<file path="config.mk">
export PLATFORM = sky130hd
export DESIGN_NAME = muldiv_unit
export DESIGN_NICKNAME = d
export VERILOG_FILES = /design/src/rtl/muldiv_pkg.sv /design/src/rtl/muldiv_iter_core.sv /design/src/rtl/muldiv_unit.sv
export SDC_FILE = /design/constraint.sdc
export NUM_CORES = 1
export LEC_CHECK = 0
export CORE_MARGIN = 4
export CORE_UTILIZATION = 42
export DETAILED_ROUTE_END_ITERATION = 10
export PLACE_DENSITY_LB_ADDON = 0.3
export SETUP_SLACK_MARGIN = 0.1
export SYNTH_ARGS = -nofsm -noshare
export SYNTH_HDL_FRONTEND = slang
export SYNTH_SLANG_ARGS = --single-unit
</file>
<file path="constraint.sdc">
create_clock -name clk -period 8.7 [get_ports clk]
set_input_delay 1.74 -clock clk [delete_from_list [all_inputs] [get_ports clk]]
set_output_delay 1.74 -clock clk [all_outputs]
set_load 0.05 [all_outputs]
</file>
<file path="src/rtl/muldiv_pkg.sv">
// Shared definitions for the iterative multiply/divide unit:
// operation encodings, controller states and the divide-by-zero quotient.
package muldiv_pkg;

  typedef enum logic [1:0] {
    OP_MULT  = 2'b00,
    OP_MULTU = 2'b01,
    OP_DIV   = 2'b10,
    OP_DIVU  = 2'b11
  } op_e;

  typedef enum logic [1:0] {
    IDLE = 2'b00,
    PREP = 2'b01,
    RUN  = 2'b10,
    FIX  = 2'b11
  } state_e;

  // Quotient returned on divide by zero; sliced to WIDTH by the user.
  localparam logic [63:0] DIV0_LO = {64{1'b1}};

endpackage

</file>
<file path="src/rtl/muldiv_iter_core.sv">
// RUN-phase datapath: one shift-add (multiply) or restoring-subtract
// (divide) step per cycle on a 2*WIDTH accumulator, plus the step counter.
// Operands arrive already made non-negative by the controller.
module muldiv_iter_core
  import muldiv_pkg::*;
#(
  parameter int WIDTH = 32,
  parameter int CNT_W = $clog2(WIDTH + 1)
) (
  input  logic                 clk,
  input  logic                 reset_n,
  input  logic                 load,
  input  logic                 step,
  input  logic                 is_div,
  input  logic [WIDTH-1:0]     opa,
  input  logic [WIDTH-1:0]     opb,
  output logic [2*WIDTH-1:0]   acc,
  output logic                 last
);

  logic [2*WIDTH-1:0] acc_q, acc_d;
  logic [WIDTH-1:0]   opnd_q, opnd_d;
  logic [CNT_W-1:0]   cnt_q, cnt_d;
  logic [WIDTH:0]     sum_s;
  logic [WIDTH:0]     rsh_s;
  logic [WIDTH:0]     trial_s;

  // Step arithmetic: multiply adds the multiplicand into the upper half when
  // the current multiplier bit is set; divide trial-subtracts the divisor
  // from the partial remainder with the next dividend bit shifted in.
  always_comb begin
    sum_s   = {1'b0, acc_q[2*WIDTH-1:WIDTH]}
            + (acc_q[0] ? {1'b0, opnd_q} : {(WIDTH+1){1'b0}});
    rsh_s   = {acc_q[2*WIDTH-1:WIDTH], acc_q[WIDTH-1]};
    trial_s = rsh_s - {1'b0, opnd_q};
  end

  // Next accumulator / operand / counter: load in PREP, iterate in RUN.
  always_comb begin
    acc_d  = acc_q;
    opnd_d = opnd_q;
    cnt_d  = cnt_q;
    if (load) begin
      acc_d  = {{WIDTH{1'b0}}, opa};
      opnd_d = opb;
      cnt_d  = CNT_W'(WIDTH);
    end else if (step) begin
      cnt_d = cnt_q - CNT_W'(1);
      if (is_div) begin
        if (!trial_s[WIDTH]) begin
          acc_d = {trial_s[WIDTH-1:0], acc_q[WIDTH-2:0], 1'b1};
        end else begin
          acc_d = {rsh_s[WIDTH-1:0], acc_q[WIDTH-2:0], 1'b0};
        end
      end else begin
        acc_d = {sum_s, acc_q[WIDTH-1:1]};
      end
    end else begin
      acc_d  = acc_q;
      opnd_d = opnd_q;
      cnt_d  = cnt_q;
    end
  end

  // Datapath registers with synchronous active-low reset.
  always_ff @(posedge clk) begin
    if (!reset_n) begin
      acc_q  <= {(2*WIDTH){1'b0}};
      opnd_q <= {WIDTH{1'b0}};
      cnt_q  <= {CNT_W{1'b0}};
    end else begin
      acc_q  <= acc_d;
      opnd_q <= opnd_d;
      cnt_q  <= cnt_d;
    end
  end

  assign acc  = acc_q;
  // The step taken while the counter reads 1 is the final one.
  assign last = (cnt_q == CNT_W'(1));

endmodule

</file>
<file path="src/rtl/muldiv_unit.sv">
// Iterative MULT/MULTU/DIV/DIVU unit with architectural HI/LO registers,
// MTHI/MTLO writes and a start/busy/done handshake. Sign handling and the
// HI/LO registers live here; the per-bit datapath is in muldiv_iter_core.
module muldiv_unit
  import muldiv_pkg::*;
#(
  parameter int WIDTH = 32,
  parameter int CNT_W = $clog2(WIDTH + 1)
) (
  input  logic             clk,
  input  logic             reset_n,
  input  logic             start,
  input  logic [1:0]       op,
  input  logic [WIDTH-1:0] a,
  input  logic [WIDTH-1:0] b,
  input  logic             hi_we,
  input  logic             lo_we,
  input  logic [WIDTH-1:0] wdata,
  output logic             busy,
  output logic             done,
  output logic             div_by_zero,
  output logic [WIDTH-1:0] hi,
  output logic [WIDTH-1:0] lo,
  output logic             zero
);

  state_e             state_q, state_d;
  logic [1:0]         op_q, op_d;
  logic [WIDTH-1:0]   a_q, a_d, b_q, b_d;
  logic               res_neg_q, res_neg_d;
  logic               rem_neg_q, rem_neg_d;
  logic               bzero_q, bzero_d;
  logic [WIDTH-1:0]   hi_q, hi_d, lo_q, lo_d;
  logic               busy_q, busy_d;
  logic               done_q, done_d;
  logic               dbz_q, dbz_d;

  logic               signed_s, neg_a_s, neg_b_s;
  logic [WIDTH-1:0]   abs_a_s, abs_b_s;
  logic [2*WIDTH-1:0] acc_s, prod_s;
  logic [WIDTH-1:0]   quo_s, rem_s;
  logic               last_s;

  muldiv_iter_core #(.WIDTH(WIDTH), .CNT_W(CNT_W)) u_core (
    .clk     (clk),
    .reset_n (reset_n),
    .load    (state_q == PREP),
    .step    (state_q == RUN),
    .is_div  (op_q[1]),
    .opa     (abs_a_s),
    .opb     (abs_b_s),
    .acc     (acc_s),
    .last    (last_s)
  );

  // Operand magnitudes for PREP and sign-corrected results for FIX.
  always_comb begin
    signed_s = (op_q == OP_MULT) || (op_q == OP_DIV);
    neg_a_s  = signed_s & a_q[WIDTH-1];
    neg_b_s  = signed_s & b_q[WIDTH-1];
    abs_a_s  = neg_a_s ? (-a_q) : a_q;
    abs_b_s  = neg_b_s ? (-b_q) : b_q;
    prod_s   = res_neg_q ? (-acc_s) : acc_s;
    quo_s    = res_neg_q ? (-acc_s[WIDTH-1:0]) : acc_s[WIDTH-1:0];
    rem_s    = rem_neg_q ? (-acc_s[2*WIDTH-1:WIDTH]) : acc_s[2*WIDTH-1:WIDTH];
  end

  // Controller next state.
  always_comb begin
    state_d = state_q;
    case (state_q)
      IDLE: begin
        if (start) state_d = PREP;
        else       state_d = IDLE;
      end
      PREP: state_d = RUN;
      RUN: begin
        if (last_s) state_d = FIX;
        else        state_d = RUN;
      end
      FIX:     state_d = IDLE;
      default: state_d = IDLE;
    endcase
  end

  // Controller outputs and architectural register updates per state.
  always_comb begin
    op_d      = op_q;
    a_d       = a_q;
    b_d       = b_q;
    res_neg_d = res_neg_q;
    rem_neg_d = rem_neg_q;
    bzero_d   = bzero_q;
    hi_d      = hi_q;
    lo_d      = lo_q;
    dbz_d     = dbz_q;
    done_d    = 1'b0;
    case (state_q)
      IDLE: begin
        if (start) begin
          // start wins over a simultaneous MTHI/MTLO
          op_d  = op;
          a_d   = a;
          b_d   = b;
          dbz_d = 1'b0;
        end else begin
          if (hi_we) hi_d = wdata;
          else       hi_d = hi_q;
          if (lo_we) lo_d = wdata;
          else       lo_d = lo_q;
        end
      end
      PREP: begin
        res_neg_d = neg_a_s ^ neg_b_s;
        rem_neg_d = neg_a_s;
        bzero_d   = (b_q == {WIDTH{1'b0}});
      end
      RUN: begin
        hi_d = hi_q;
        lo_d = lo_q;
      end
      FIX: begin
        done_d = 1'b1;
        if (op_q[1]) begin
          // zero divisor: quotient is all ones, remainder path yields a
          if (bzero_q) lo_d = DIV0_LO[WIDTH-1:0];
          else         lo_d = quo_s;
          hi_d  = rem_s;
          dbz_d = bzero_q;
        end else begin
          {hi_d, lo_d} = prod_s;
        end
      end
      default: begin
        done_d = 1'b0;
      end
    endcase
    busy_d = (state_d == RUN) || (state_d == FIX);
  end

  // All controller and architectural state, synchronous active-low reset.
  always_ff @(posedge clk) begin
    if (!reset_n) begin
      state_q   <= IDLE;
      op_q      <= 2'b00;
      a_q       <= {WIDTH{1'b0}};
      b_q       <= {WIDTH{1'b0}};
      res_neg_q <= 1'b0;
      rem_neg_q <= 1'b0;
      bzero_q   <= 1'b0;
      hi_q      <= {WIDTH{1'b0}};
      lo_q      <= {WIDTH{1'b0}};
      busy_q    <= 1'b0;
      done_q    <= 1'b0;
      dbz_q     <= 1'b0;
    end else begin
      state_q   <= state_d;
      op_q      <= op_d;
      a_q       <= a_d;
      b_q       <= b_d;
      res_neg_q <= res_neg_d;
      rem_neg_q <= rem_neg_d;
      bzero_q   <= bzero_d;
      hi_q      <= hi_d;
      lo_q      <= lo_d;
      busy_q    <= busy_d;
      done_q    <= done_d;
      dbz_q     <= dbz_d;
    end
  end

  assign busy        = busy_q;
  assign done        = done_q;
  assign div_by_zero = dbz_q;
  assign hi          = hi_q;
  assign lo          = lo_q;
  assign zero        = ({hi_q, lo_q} == {(2*WIDTH){1'b0}});

endmodule

</file>
==> flow_metrics.py, run 1 <==
metrics = {
    "timing": {
        "hold_viol": 0,
        "finClkSkew_ps": 17.5,
        "max_freq_mhz": 220,
        "slew_headroom_pct": 17.3,
        "fin_tns_setup_ps": 0,
        "period_minus_slack_ps": 4540,
        "tightestPinTransition_ps": 1240,
        "rsz0062_at_grt": "false",
        "setup_viol": 0,
        "final-max-slew-violation-count": 0,
        "layout_setup_ws_ps": 4160,
        "min_period_over_period_pct": 52.2,
        "holdWs_ps": 473,
    },
    "finish": {
        "area_growth_pct": 17.0,
        "fin_util_pct": 50.3,
        "drive_above_1_share_pct": 4.81,
        "stdcell_area_sq_mm": 0.0196,
        "final_nets": 2464,
        "fin_cells": 2825,
    },
    "clock_network": {
        "cts_resized": 0,
        "postCtsSetupBuffers": 0,
        "tritoncts": "built",
        "ctsHoldBuffers": 0,
        "cts_max_path_buffers": 3,
        "clk_latency_ps": 560,
        "cts-root-buf": "clkbuf_16",
        "clk_pin_slew_worst_paths_ps": 60,
        "clock-sinks": 239,
        "cts_made_buffers": 27,
        "htreeDepth": 1,
    },
    "routing": {
        "ant_nets": 0,
        "num_vias": 16858,
        "remaining_drc_errors": 0,
        "avgViaCountPerCell": 5.97,
        "firstDrtPassIters": 5,
        "drt-initial-drc-count": 1492,
        "post_drt_wl_per_cell_um": 20.1,
        "wl_um": 56800,
    },
    "hold_path": {
        "hold_depth": 2,
        "min_path_type": "reg2reg",
    },
    "power_and_ir_drop": {
        "sequentialPowerShare_pct": 33.6,
        "clock_power_share_pct": 32.8,
        "ir_worst_vdd_v": 0.000155,
        "pwr-share-comb_pct": 33.6,
        "p_total_mw": 3.81,
        "power.density_mw_per_mm2": 194,
        "leakage_nw": 7.37,
        "p_sw_share_pct": 37.4,
        "p_switching_mw": 1.42,
        "p_int_mw": 2.38,
    },
    "place": {
        "post-place-ws_ps": 4070,
        "globalplace.congestion": 1.02,
        "hpwl_um": 43000,
        "placed_cells": 2774,
        "io_buffers": 170,
        "dpl_cell_area_sq_mm": 0.0187,
    },
    "die": {
        "start_util_pct": 43.0,
        "fp.dieH_um": 208,
        "die_w_um": 208,
        "rows": 72,
        "core_sq_mm": 0.0391,
        "io_pins": 171,
        "dieArea_sq_mm": 0.0433,
    },
    "synthesis": {
        "synth_area_leader_cell": "dfxtp_1",
        "synth_edf_count": 0,
        "async_flop_share_pct": 0,
        "synth_nets": 2402,
        "syn_inst": 2223,
        "synth-warning-count": 0,
        "syn_area_per_cell_sq_um": 7.56,
        "ys_seq_area_share_pct": 28.5,
        "ys.flop_type": "dfxtp_1",
        "ys_ff_latch": 239,
        "synthTopCellsByArea": "dfxtp_1 28%, a21oi_1 7.5%, nand2_1 6.0%",
        "syn-cell-area_sq_mm": 0.0168,
        "netlist.area_leader.share_pct": 28.5,
        "ys_types": 85,
    },
    "job": {
        "max_cap_violations": 0,
    },
    "worst_setup_path": {
        "crit_arrival_ps": 2800,
        "crit_top_cell": "nor4_1",
        "cp_cell_sequence": "nor4_1 -> nand4_1 -> nor4_1 -> clkdlybuf4s50_1",
        "critPathRequiredTime_ps": 6960,
        "worstSetupPathType": "reg2out",
        "path_max_fanout": 3,
        "reg2reg_slack_ps": 4210,
        "slowest_stage": "clkdlybuf4s50_1",
        "reg2reg_depth": 13,
        "worstSetupStartpointType": "register",
        "critPathMaxStageDelay_ps": 870,
        "endpoint_kind": "output pin",
    },
    "global_route": {
        "grt_usage_pct": 24.5,
        "grt_max_degree": 103,
        "grt_overflow_total": 0,
        "antenna_found_initial": 3,
        "grt_pass1_vias": 15685,
        "grt_pass1_wl_um": 87900,
    },
    "outcome": {
        "status": "finished clean",
    },
}
-- cell usage after synthesis (all sizes together), types with 39 or more instances --
library cell	instances
clkbuf	120
xnor2	101
nand2	271
a21oi	254
dfxtp	239
nand3	54
nor2	208
mux2i	57
xor2	64
inv	64
a211oi	73
nor4	39
o21ai	142
ha	74
-- area by class of cell --
cell class,count,area [sq um]
Multi-Input combinational cell,1769,11200
Timing Repair Buffer,182,1790
Sequential cell,239,4790
Clock buffer,38,787
Clock inverter,12,185
Antenna cell,1,2.50
Fill cell,3912,19400
Tap cell,518,648
Inverter,66,253
-- worst max-delay path, delay by kind of cell (launching register included) --
| family | cells | cell delay, ps |
|---|---|---|
| buffers and inverters | 1 | 870 |
| flip-flops | 1 | 330 |
| AND/OR/NAND/NOR | 3 | 1050 |
-- sequential cells by signal (all words and copies together) (netlist names) --
signal,cells
res_neg_q,1
u_core.acc,64
a_q,32
lo,32
op_q,2
rem_neg_q,1
div_by_zero,1
hi,32
done,1
u_core.cnt_q,6
bzero_q,1
u_core.opnd_q,32
state_q,2
b_q,32
-- kinds of logic after synthesis --
group                      count (synthesis)  share of synthesized area [%]
adders and majority gates                 76                           5.75
DFF                                      239                           28.5
buffers and inverters                    215                           5.05
AOI/OAI and AO/OA                        718                           27.4
and+or+nand+nor                          749                           21.1
xor gates and xnor gates                 165                           8.60
muxes                                     61                           3.66
-- layout by cell type (no fill, tap or decap), drive strengths merged, types with 14 or more instances in the layout --
master         netlist  layout
nand2              271     271
a21oi              254     254
dfxtp              239     239
nor2               208     208
clkdlybuf4s50        0     170
o21ai              142     142
xnor2              101     101
ha                  74      74
a211oi              73      73
inv                 64      65
xor2                64      64
mux2i               57      57
nand3               54      54
nor4                39      39
clkbuf             120      38
o221ai              36      36
a21o                36      36
nor3                33      33
nor2b               28      28
o31ai               25      25
or3                 24      24
a31oi               23      23
nand4               17      17
nand2b              16      16
o21a                14      14
and3                14      14
a21boi              14      14
and2                14      14
-- metal layers --
layer	track usage, %	up-vias	wire length, um
met2	37.7	632	24700
met4	7.90	4	1940
met3	3.99	129	4070
met1	35.1	7932	26100
li1	-	8161	-
met5	0	-	23
-- path summary, 6_finish.rpt --
kind,start,to
hold reg to reg,lo[13],lo[13]
setup reg to reg,u_core.acc[0],u_core.acc[63]
setup / recovery,hi[7],zero
hold / removal,lo[13],lo[13]
-- power by group through the flow --
stage	sequential (mW)	clock, mW	combinational (mW)
CTS	1.28	1.26	1.26
global placement	1.30	0	1.25
floorplan	1.32	0	0.842
finish	1.28	1.25	1.28
detailed placement	1.30	0	1.26
global route	1.29	1.30	1.39
(Power assumes the default switching activity.)
==> inputs of run 2 (changes only) <==
- clock period: 8.7 -> 4.2 ns (I/O delays scaled with it)
==> flow_metrics.py, run 2 (synthesis results as in run 1) <==
metrics = {
    "die": {
        "start_util_pct": 43.0,
        "io_pins": 171,
        "dieArea_sq_mm": 0.0433,
        "rows": 72,
        "die_w_um": 208,
        "fp.dieH_um": 208,
        "core_sq_mm": 0.0391,
    },
    "power_and_ir_drop": {
        "p_switching_mw": 2.91,
        "ir_worst_vdd_v": 0.000317,
        "sequentialPowerShare_pct": 34.1,
        "power.density_mw_per_mm2": 388,
        "p_int_mw": 4.76,
        "pwr-share-comb_pct": 35.1,
        "clock_power_share_pct": 30.8,
        "p_sw_share_pct": 38.0,
        "leakage_nw": 7.46,
    },
    "worst_setup_path": {
        "reg2reg_from": "u_core.acc[0]",
        "endpoint_kind": "register",
        "critPathRequiredTime_ps": 4650,
        "worstSetupStartpointType": "register",
        "startpoint": "u_core.acc[0]",
        "path_max_fanout": 15,
        "crit_arrival_ps": 4320,
        "worstSetupPathType": "reg2reg",
    },
    "routing": {
        "firstDrtPassIters": 5,
        "wl_met1_um": 25600,
        "wl_um": 56600,
        "wl_met2_um": 24800,
        "post_drt_wl_per_cell_um": 19.9,
        "remaining_drc_errors": 0,
        "ant_nets": 0,
        "drt-initial-drc-count": 1524,
        "num_vias": 17061,
        "topRoutingLayerUsed": "met4",
        "avgViaCountPerCell": 5.98,
        "wl_met3_um": 4410,
    },
    "place": {
        "globalplace.congestion": 0.975,
        "placed_cells": 2801,
        "hpwl_um": 42900,
        "io_buffers": 170,
    },
    "finish": {
        "layout_commonest_cell": "nand2_1",
        "fin_cells": 2851,
        "multi_input_area_sq_mm": 0.0112,
        "layout_common_cells": "269 x nand2_1, 250 x a21oi_1, 238 x dfxtp_1",
        "nFillCells": 3857,
        "largest_reg_flops": 64,
        "drive_above_1_share_pct": 5.75,
        "seq_area_sq_mm": 0.00479,
        "final_nets": 2491,
        "area_growth_pct": 17.7,
    },
    "hold_path": {
        "min_from": "lo[21]",
        "min_path_type": "reg2reg",
    },
    "clock_network": {
        "tritoncts": "built",
        "cts-root-buf": "clkbuf_16",
        "ctsHoldBuffers": 0,
        "cts_made_buffers": 27,
        "cts_max_path_buffers": 3,
        "clock-sinks": 239,
        "clk_pin_slew_worst_paths_ps": 70,
        "cts_resized": 0,
        "clk_latency_ps": 560,
        "htreeDepth": 1,
        "postCtsSetupBuffers": 0,
    },
    "global_route": {
        "grt_usage_pct": 24.5,
        "grt_max_degree": 91,
        "grt_pass1_wl_um": 88500,
        "grt_pass1_vias": 15883,
        "grt_overflow_total": 0,
        "antenna_found_initial": 2,
    },
    "timing": {
        "max_freq_mhz": 259,
        "period_minus_slack_ps": 3860,
        "slew_headroom_pct": 15.5,
        "rsz0062_at_grt": "false",
        "hold_viol": 0,
        "tightestPinTransition_ps": 1260,
        "setup_viol": 0,
        "min_period_over_period_pct": 92.0,
        "fin_tns_setup_ps": 0,
        "final-max-slew-violation-count": 0,
        "finClkSkew_ps": 22.3,
    },
    "job": {
        "max_cap_violations": 0,
    },
    "outcome": {
        "status": "finished clean",
    },
}
[run 2: layer usage]
metal  vias up  global-route usage [%]
li1       8248                       -
met5         -                       0
met1      7991                    35.2
met2       710                    37.8
met3       112                    3.99
met4         0                    7.66
[run 2: final cells by class]
type	count	share of cell area (%)
timing repair buffer	209	10.2
tap	518	3.28
clock inverter	11	0.570
sequential	239	24.2
inverter	66	1.28
clock buffer	37	3.86
antenna	2	0.0253
multi-input combinational	1769	56.6
[run 2: path summary, 6_finish.rpt]
| check | end | slack [ps] | cells after the start |
|---|---|---|---|
| worst max-delay path | u_core.acc[59] | 340 | 12 |
| worst min-delay path | lo[21] | 470 | 2 |
| worst max register to register | u_core.acc[59] | 340 | 12 |
| worst min register to register | lo[21] | 470 | 2 |
[run 2: worst max-delay path, stage by stage (launching register included)]
cell       delay, ps
dfxtp_1          450
clkinv_1         420
nor2_1           220
ha_1             330
a21o_1           240
a311o_1          320
o2111ai_1        130
a21o_1           330
o21bai_1         180
a211o_1          330
a221oi_1         410
xor2_1           130
a221oi_1         270
[run 2: power groups by stage]
| stage | sequential, mW | combinational (mW) | clock (mW) |
|---|---|---|---|
| 2_1_floorplan | 2.74 | 1.75 | 0 |
| 3_3_place_gp | 2.66 | 2.61 | 0 |
| 3_5_place_dp | 2.67 | 2.64 | 0 |
| 4_1_cts | 2.62 | 2.65 | 2.39 |
| 5_1_grt | 2.64 | 2.92 | 2.48 |
| 6_report | 2.62 | 2.69 | 2.36 |
[run 2: stage by stage]
stage	utilization [%]	worst slack, ps	instance area [sq um]	hold slack (ps)	total power [mW]
floorplan	-	895	16800	451	4.49
global placement	48.3	606	18900	456	5.27
detailed placement	48.3	419	18900	465	5.30
CTS	50.5	411	19800	473	7.66
global route	50.6	174	19800	492	8.04
finish	50.6	337	19800	472	7.67
